`config.mk`:
```
export PLATFORM = sky130hd
export DESIGN_NAME = cpu_ctrl
export DESIGN_NICKNAME = d
export VERILOG_FILES = /design/src/rtl/cpu_ctrl.sv
export SDC_FILE = /design/constraint.sdc
export NUM_CORES = 1
export LEC_CHECK = 0
export ABC_AREA = 1
export CAP_MARGIN = 5
export CORE_ASPECT_RATIO = 1.4
export CORE_MARGIN = 1.5
export CORE_UTILIZATION = 40
export CTS_CLUSTER_DIAMETER = 40
export CTS_CLUSTER_SIZE = 12
export DETAILED_ROUTE_END_ITERATION = 10
export PLACE_DENSITY = 0.7
export SLEW_MARGIN = 20
export SYNTH_ARGS = -nofsm -noshare
export SYNTH_HDL_FRONTEND = slang
export SYNTH_SLANG_ARGS = --single-unit
```
`constraint.sdc`:
```
create_clock -name clk -period 4.27 [get_ports clk]
set_input_delay 0.854 -clock clk [delete_from_list [all_inputs] [get_ports clk]]
set_output_delay 0.854 -clock clk [all_outputs]
set_load 0.01 [all_outputs]
```
`src/rtl/cpu_ctrl.sv`:
```
// cpu_ctrl: multi-cycle fetch/decode/execute sequencer owning PC, IR and PSR.
// Define CPU_CTRL_MEM_TIMEOUT_EN to abort memory waits after MEM_TIMEOUT cycles and raise err.
module cpu_ctrl #(
  parameter int unsigned             DATAWIDTH   = 16,
  parameter int unsigned             REGWIDTH    = 4,
  parameter int unsigned             ALUOPWIDTH  = 4,
  parameter int unsigned             PSRWIDTH    = 5,
  parameter int unsigned             PSR_Z_BIT   = 3,
  parameter logic [DATAWIDTH-1:0]    RESET_PC    = 16'h0000,
  parameter int unsigned             MEM_TIMEOUT = 16
) (
  input  logic                  clk,
  input  logic                  reset,
  input  logic [DATAWIDTH-1:0]  mem_rdata,
  input  logic                  mem_ready,
  input  logic [DATAWIDTH-1:0]  dSrc,
  input  logic [PSRWIDTH-1:0]   psrIn,
  output logic                  mem_req,
  output logic                  mem_we,
  output logic [DATAWIDTH-1:0]  mem_addr,
  output logic                  write,
  output logic                  IMM_MUX,
  output logic                  SRAM_OUT,
  output logic                  RA_BUF,
  output logic [REGWIDTH-1:0]   rSrc,
  output logic [REGWIDTH-1:0]   rDst,
  output logic [ALUOPWIDTH-1:0] aluOp,
  output logic [DATAWIDTH-1:0]  imm,
  output logic [DATAWIDTH-1:0]  pc,
  output logic [PSRWIDTH-1:0]   psr,
  output logic                  err
);

  typedef enum logic [2:0] {S_IDLE, S_FETCH, S_DECODE, S_EXEC, S_MEM} state_t;

  state_t                 state_q, state_d;
  logic [DATAWIDTH-1:0]   pc_q, pc_d;
  logic [DATAWIDTH-1:0]   ir_q, ir_d;
  logic [PSRWIDTH-1:0]    psr_q, psr_d;

  logic [3:0]             op, ext, cond;
  logic [DATAWIDTH-1:0]   imm_sext;
  logic                   abort_nop;
  logic                   is_rtype, is_itype, is_load, is_stor, is_jal, is_bcond;
  logic                   taken;

  assign op       = ir_q[15:12];
  assign ext      = ir_q[7:4];
  assign cond     = ir_q[11:8];
  assign imm_sext = {{(DATAWIDTH-8){ir_q[7]}}, ir_q[7:0]};

`ifdef CPU_CTRL_MEM_TIMEOUT_EN
  localparam int unsigned WAIT_W = $clog2(MEM_TIMEOUT + 1);

  logic [WAIT_W-1:0] wait_q, wait_d;
  logic              nop_q, nop_d;
  logic              err_q, err_d;
  logic              timeout;

  assign timeout   = !mem_ready && (wait_q == WAIT_W'(MEM_TIMEOUT - 1));
  assign abort_nop = nop_q;
  assign err       = err_q;
`else
  assign abort_nop = 1'b0;
  assign err       = 1'b0;
`endif

  // An aborted fetch leaves IR=0, which would otherwise decode as an RTYPE.
  assign is_rtype = (op == 4'h0) && !abort_nop;
  assign is_bcond = (op == 4'hC);
  assign is_itype = op[3] && !is_bcond;
  assign is_load  = (op == 4'h4) && (ext == 4'h0);
  assign is_stor  = (op == 4'h4) && (ext == 4'h4);
  assign is_jal   = (op == 4'h4) && (ext == 4'h8);

  always_comb begin
    case (cond)
      4'b0000: taken = psr_q[PSR_Z_BIT];
      4'b0001: taken = !psr_q[PSR_Z_BIT];
      4'b1110: taken = 1'b1;
      default: taken = 1'b0;
    endcase
  end

  always_comb begin
    state_d = state_q;
    pc_d    = pc_q;
    ir_d    = ir_q;
    psr_d   = psr_q;
`ifdef CPU_CTRL_MEM_TIMEOUT_EN
    wait_d  = wait_q;
    nop_d   = nop_q;
    err_d   = err_q;
`endif
    case (state_q)
      S_IDLE: begin
        state_d = S_FETCH;
`ifdef CPU_CTRL_MEM_TIMEOUT_EN
        wait_d  = '0;
`endif
      end
      S_FETCH: begin
        if (mem_ready) begin
          ir_d    = mem_rdata;
          pc_d    = pc_q + DATAWIDTH'(1);
          state_d = S_DECODE;
`ifdef CPU_CTRL_MEM_TIMEOUT_EN
          nop_d   = 1'b0;
        end else if (timeout) begin
          ir_d    = '0;
          pc_d    = pc_q + DATAWIDTH'(1);
          nop_d   = 1'b1;
          err_d   = 1'b1;
          state_d = S_DECODE;
        end else begin
          wait_d  = wait_q + WAIT_W'(1);
`endif
        end
      end
      S_DECODE: begin
        if (is_load || is_stor) begin
          state_d = S_MEM;
`ifdef CPU_CTRL_MEM_TIMEOUT_EN
          wait_d  = '0;
`endif
        end else begin
          state_d = S_EXEC;
        end
      end
      S_EXEC: begin
        if (is_rtype || is_itype) psr_d = psrIn;
        if (is_jal)               pc_d  = dSrc;
        if (is_bcond && taken)    pc_d  = pc_q + imm_sext;
        state_d = S_FETCH;
`ifdef CPU_CTRL_MEM_TIMEOUT_EN
        wait_d  = '0;
`endif
      end
      S_MEM: begin
        if (mem_ready) begin
          state_d = S_FETCH;
`ifdef CPU_CTRL_MEM_TIMEOUT_EN
          wait_d  = '0;
        end else if (timeout) begin
          err_d   = 1'b1;
          state_d = S_FETCH;
          wait_d  = '0;
        end else begin
          wait_d  = wait_q + WAIT_W'(1);
`endif
        end
      end
      default: state_d = S_IDLE;
    endcase
  end

  always_ff @(posedge clk or posedge reset) begin
    if (reset) begin
      state_q <= S_IDLE;
      pc_q    <= RESET_PC;
      ir_q    <= '0;
      psr_q   <= '0;
    end else begin
      state_q <= state_d;
      pc_q    <= pc_d;
      ir_q    <= ir_d;
      psr_q   <= psr_d;
    end
  end

`ifdef CPU_CTRL_MEM_TIMEOUT_EN
  always_ff @(posedge clk or posedge reset) begin
    if (reset) begin
      wait_q <= '0;
      nop_q  <= 1'b0;
      err_q  <= 1'b0;
    end else begin
      wait_q <= wait_d;
      nop_q  <= nop_d;
      err_q  <= err_d;
    end
  end
`endif

  // Strobes decode the registered state and IR so reset drops them immediately.
  always_comb begin
    mem_req  = 1'b0;
    mem_we   = 1'b0;
    mem_addr = pc_q;
    write    = 1'b0;
    IMM_MUX  = 1'b0;
    SRAM_OUT = 1'b0;
    RA_BUF   = 1'b0;
    case (state_q)
      S_FETCH: mem_req = 1'b1;
      S_EXEC: begin
        write   = is_rtype || is_itype || is_jal;
        IMM_MUX = is_itype;
        RA_BUF  = is_jal;
      end
      S_MEM: begin
        mem_req  = 1'b1;
        mem_addr = dSrc;
        mem_we   = is_stor;
        SRAM_OUT = is_load;
        write    = is_load && mem_ready;
      end
      default: ;
    endcase
  end

  assign rSrc  = ir_q[REGWIDTH-1:0];
  assign rDst  = ir_q[8 +: REGWIDTH];
  assign aluOp = is_itype ? ALUOPWIDTH'({1'b0, op[2:0]}) : ALUOPWIDTH'(ext);
  assign imm   = imm_sext;
  assign pc    = pc_q;
  assign psr   = psr_q;

endmodule

```
* Word-level counts from Yosys, hierarchy flattened *
Index checks and enable logic that the tools add are counted.

cells by class
  add/subtract/negate cells = 2
  multiply operators = 0
  divide/modulo/power cells = 0
  magnitude comparators = 0
  equal/unequal tests = 13
  shift operators = 0
  mux-type cells = 17
  bitwise gates (word level) = 0
  reduce and logical (&&, ||, !) cells = 22

operators by type and width
  operator                 count
  $mux W16                 4
  $pmux W16 S2             1
  $add A16 B1 Y16 const B  1
  $add A16 B16 Y16         1
  $eq A4 B4 Y1 const B     3
  $logic_not A4 Y1         3
  $pmux W3 S4              1
  $mux W3                  3
  $eq A4 B3 Y1 const B     2
  $eq A3 B2 Y1 const B     2
  $logic_and A1 B1 Y1      6
  $reduce_and A2 Y1        3
  $mux W1                  5
  $eq A4 B1 Y1 const B     1
  $mux W4                  1
  $ne A2 B2 Y1 const B     2
  $reduce_or A2 Y1         2
  $eq A3 B1 Y1 const B     1
  $eq A3 B3 Y1 const B     1
  $logic_not A3 Y1         1
  $logic_or A1 B1 Y1       3
  $ne A3 B3 Y1 const B     1
  $pmux W1 S3              1
  $reduce_and A3 Y1        1
  other kinds (3)          4

storage, ports and cells
  register bits = 40
  latch bits = 0
  memory bits (writable) = 0
  memory bits (read-only) = 0
  input bits = 40
  output and inout bits = 72
  word-level logic and storage cells = 58
  memories = 0

* Logic depth before layout (Yosys ltp) *
  depth after elaboration = 6
  depth in mapped cells = 13
  gate-level depth less buffers = 13

* Worst setup path before layout *
No wires, ideal clock.

  path type = register to output
  start = reg state_q[1]
  end = out write
  data arrival time = 1465 ps
  data required time = 3416 ps
  setup slack = 1951 ps
  stages on the path, launching flop included = 5
  buffers on the path = 0
  path through = dfrtp_1 -> nor2_1 -> nand2_1 -> nor4_1 -> a211o_1

on the way
  cells in the longest elaborated chain, start to end = 2
  elaborated cells between the ends (all ways) = 3
  classes of those cells = eq/ne (2); mux (1)

ends and longest elaborated chain
  element                                              line  text
  start: declaration                                   36    state_t state_q, state_d;
  start signal: assignment                             164   state_q <= state_d;
  $eq A3 B3 Y1 / $eq A3 B2 Y1 (equally long branches)  194   case (state_q)
  $pmux W1 S2 (*)                                      194
  end: declaration                                     21    output logic write,

Every way passes the cells marked *; elsewhere a longest branch is shown, timed or not.

* Final worst setup path *
  start = reg state_q[2]
  end = out write

The elaborated chain is that of the path after synthesis.

==> results.rst <==
.. list-table::
   :header-rows: 1

   * - Metric
     - Value
   * - Post-synthesis instance total
     - 574
   * - Primary flip-flop cell chosen by synthesis mapping
     - sky130_fd_sc_hd__dfrtp_1
   * - Worst Skew
     - between 0.006 and 0.007 ns
   * - H-Tree Depth
     - 2
   * - Synthesized Nets
     - roughly 630
   * - Number of cell rows
     - a little over 40
   * - Final worst-path cycle share
     - 77.7%
   * - Fraction of registers with async set or reset after synthesis
     - 100%
   * - Final global-route overflow total
     - 0
   * - Number of slew-limit violations in the final report
     - 0
   * - Clock root buffer
     - sky130_fd_sc_hd__clkbuf_16
   * - Post-cts hold buffer count
     - 0
   * - Inserted Clock Buffers
     - 5
   * - Synth unique cells
     - between 40 and 50
   * - Worst slack on hold paths
     - 0.498 ns
   * - Worst hold path class
     - flip-flop to flip-flop
   * - Sequential fraction of the synthesis area
     - a little over a quarter
   * - Net count, final
     - 713
   * - Boundary Pins
     - 112
   * - Commonest cells after routing, fill and taps aside
     - sky130_fd_sc_hd__nand2_1 (165), sky130_fd_sc_hd__clkdlybuf4s50_1 (110), sky130_fd_sc_hd__inv_1 (72), sky130_fd_sc_hd__nor2_1 (48), sky130_fd_sc_hd__a21oi_1 (46)
   * - Leak Pwr
     - between 0.002 and 0.0025 uW
   * - Clk pin slew, worst setup/hold paths
     - 0.06 ns
   * - Xor and xnor area share after synthesis
     - 2.59%
   * - Final wirelength
     - 11.2 mm
   * - Residual antenna-violating net count after detailed routing
     - 0
   * - Pwr dens
     - about 800 nW/um2
   * - Slew at the pin with the worst max-slew slack
     - 0.801 ns
   * - Setup violation total in the final timing report
     - 0
   * - Die Span X
     - 84.5 um
   * - Data arrival at the endpoint of the critical path
     - 2.46 ns
   * - Placed inst area
     - roughly 4700 um2
   * - Synth Area in Simple Gates
     - 33.9%
   * - Vertical die dimension
     - 117 um
   * - Starting density of the core
     - 41.2%
   * - Clock tree from TritonCTS
     - done
   * - Final Cell Area
     - 4850 um2
   * - Number of flip-flops and latches in the synthesized netlist
     - 40
   * - Port Buf Inserts
     - 110
   * - Endpoint class of the critical path
     - output port
   * - Shortest period the worst path allows
     - 3.32 ns
   * - Max_slew headroom
     - roughly 47%
   * - Detailed placer's ending HPWL
     - 8.77 mm
   * - Outcome
     - complete, no violations
   * - Portion of netlist area occupied by mux cells
     - 2.72%
   * - Number of DRC markers in iteration 0
     - 215
   * - Highest net fanout along the worst path
     - 21
   * - Fraction of the mapped netlist area in compound gates
     - 12.5%
   * - Critical path class
     - flip-flop to output port
   * - Placeable core region
     - 9030 um2
   * - Yosys warnings
     - 0
   * - Die Area
     - just under 10000 um2
   * - Pre-CTS WS
     - 1.17 ns
   * - Routability-driven placement congestion ratio
     - 0.909
   * - Total of fill cells in the finished design
     - 905
   * - CP Data Required Time
     - 3.42 ns
   * - Total Negative Setup Slacks
     - 0 ns
   * - Count of inserted antenna diode cells
     - 0
   * - Drc violations
     - 0
   * - Via count of the first global-routing pass
     - 3874
   * - Post-layout worst setup margin
     - 0.953 ns
   * - EDFF count, synth
     - 0
   * - First-pass GRT wire length
     - about 18 mm
   * - Mean instance size in the synthesized netlist
     - ~6.5 um2
   * - Count of cells resized by post-cts repair
     - 0
   * - Largest net degree at the start of global routing
     - 38
   * - Share of layout cells above drive strength 1
     - 7.47%
   * - DR vias
     - 3929
   * - Setup repair after global routing missed its margin
     - no
   * - Maximum count of clock buffers along a single path
     - 2
   * - Mapped Area
     - 3720 um2
   * - Initial antenna violation count
     - 0
   * - Post-detailed-route wirelength per cell
     - 14.7 um
   * - Detailed Routing Iterations Pass 1
     - 6
   * - Post-layout util
     - 53.7%
   * - Number of maximum-capacitance violations
     - 0
   * - Highest clock frequency the design can meet
     - 0.302 GHz
   * - Combinational family with the most area after synthesis
     - simple AND/OR/NAND/NOR gates
   * - Global-route usage over all layers
     - 23.6%
   * - Signed area change from the synthesized netlist to the final layout
     - 30.4%
   * - Routed vias/inst
     - 5.15
   * - Clock latency at the later pin of the worst-skew pair
     - around 0.29 ns
   * - Commonest non-fill, non-tap cell in the layout
     - sky130_fd_sc_hd__nand2_1
   * - Adder-cell area share of the yosys netlist
     - just under 6%
   * - Post-CTS setup-driven buffer insertion count
     - 0
   * - Clock sink total
     - 40
   * - Worst VDD drop
     - 0.442 mV
   * - Count of endpoints failing hold in the final timing report
     - 0
   * - Sort of element at the start of the critical path
     - flip-flop
## layer usage
metal / vias to the layer above / GRT usage (%) / share of wire, %
met5: - / 0 / 0
met4: 0 / 9.89 / 3.4
met3: 24 / 4.56 / 6.4
met2: 160 / 44.4 / 51
met1: 1782 / 25.9 / 39
li1: 1963 / - / -
## logic make-up (layout without fill, tap and decap cells)
kind of cell / Yosys count / in the layout
AOI/OAI and AO/OA: 89 / 89
xor gates and xnor gates: 11 / 11
adders and majority gates: 17 / 17
buffers and inverters: 119 / 201
DFF: 40 / 40
muxes: 9 / 9
other: 1 / 1
and+or+nand+nor: 288 / 288
## Yosys cell counts (3+ instances only)
library cell	number	area share, %
sky130_fd_sc_hd__xnor2_1	4	0.94
sky130_fd_sc_hd__nand4_1	5	0.84
sky130_fd_sc_hd__nor2_1	48	4.8
sky130_fd_sc_hd__buf_4	25	5.0
sky130_fd_sc_hd__mux2_2	7	2.1
sky130_fd_sc_hd__a21oi_1	46	6.2
sky130_fd_sc_hd__o21ai_1	5	0.67
sky130_fd_sc_hd__ha_1	16	5.4
sky130_fd_sc_hd__o21ai_0	31	4.2
sky130_fd_sc_hd__inv_1	72	7.3
sky130_fd_sc_hd__nor2_2	4	0.67
sky130_fd_sc_hd__clkbuf_1	4	0.40
sky130_fd_sc_hd__xor2_1	7	1.6
sky130_fd_sc_hd__nand2_2	4	0.67
sky130_fd_sc_hd__inv_2	8	0.81
sky130_fd_sc_hd__or2_2	5	0.84
sky130_fd_sc_hd__buf_2	6	0.81
sky130_fd_sc_hd__nor3_1	7	0.94
sky130_fd_sc_hd__nand2_1	165	17
sky130_fd_sc_hd__dfrtp_1	40	27
sky130_fd_sc_hd__nor2_4	3	0.91
sky130_fd_sc_hd__nand3_1	37	5.0
## layout make-up
| class | instances | area (um2) | area share (%) |
|---|---|---|---|
| clock buffers | 5 | 125 | 2.58 |
| clock inverters | 2 | 12.5 | 0.258 |
| inverters | 82 | 315 | 6.50 |
| multi-input cells | 415 | 2150 | 44.3 |
| flip-flops and latches | 40 | 1000 | 20.6 |
| well taps | 107 | 134 | 2.76 |
| repair buffers | 112 | 1120 | 23.0 |
## state kept, by name, indices dropped and copies added (netlist names)
register	flops
ir_q	16
pc	16
psr	5
state_q	3
## critical path: stages, from the launching register on
cell and delay, ns:
sky130_fd_sc_hd__dfrtp_1 0.40, sky130_fd_sc_hd__nor2_2 0.15, sky130_fd_sc_hd__inv_2 0.08, sky130_fd_sc_hd__nor2_4 0.33
sky130_fd_sc_hd__inv_2 0.26, sky130_fd_sc_hd__nor3_1 0.28, sky130_fd_sc_hd__a211o_1 0.15, sky130_fd_sc_hd__clkdlybuf4s50_1 0.53
## stage by stage
stage / power, uW / instances
after global placement: 3560 / 756
after floorplan: 2670 / 574
final: 3970 / 763
after CTS: 3980 / 763
after detailed placement: 3600 / 756
after global routing: 4360 / 763
## final timing paths
path	cells after the start	endpoint	from	slack [ns]
max in group asynchronous	3	ir_q[6]$_DFFE_PP0P_	reset	2.46
worst min-delay path	2	psr[0]$_DFFE_PP0P_	psr[0]$_DFFE_PP0P_	0.50
worst max register to register	13	pc[15]$_DFFE_PP0P_	ir_q[7]$_DFFE_PP0P_	1.85
worst max-delay path	7	write	state_q[2]$_DFFE_PP0P_	0.95
worst min register to register	2	psr[0]$_DFFE_PP0P_	psr[0]$_DFFE_PP0P_	0.50
min in group asynchronous	2	state_q[1]$_DFFE_PP0P_	reset	1.02
## report_power, final
part	total, uW	switching [uW]	leakage, uW	internal [uW]
clock	363	151	0.0000657	212
sequential	866	308	0.000471	557
combinational	2740	1510	0.00185	1230
Note: power is estimated with default switching activity, not from simulation.
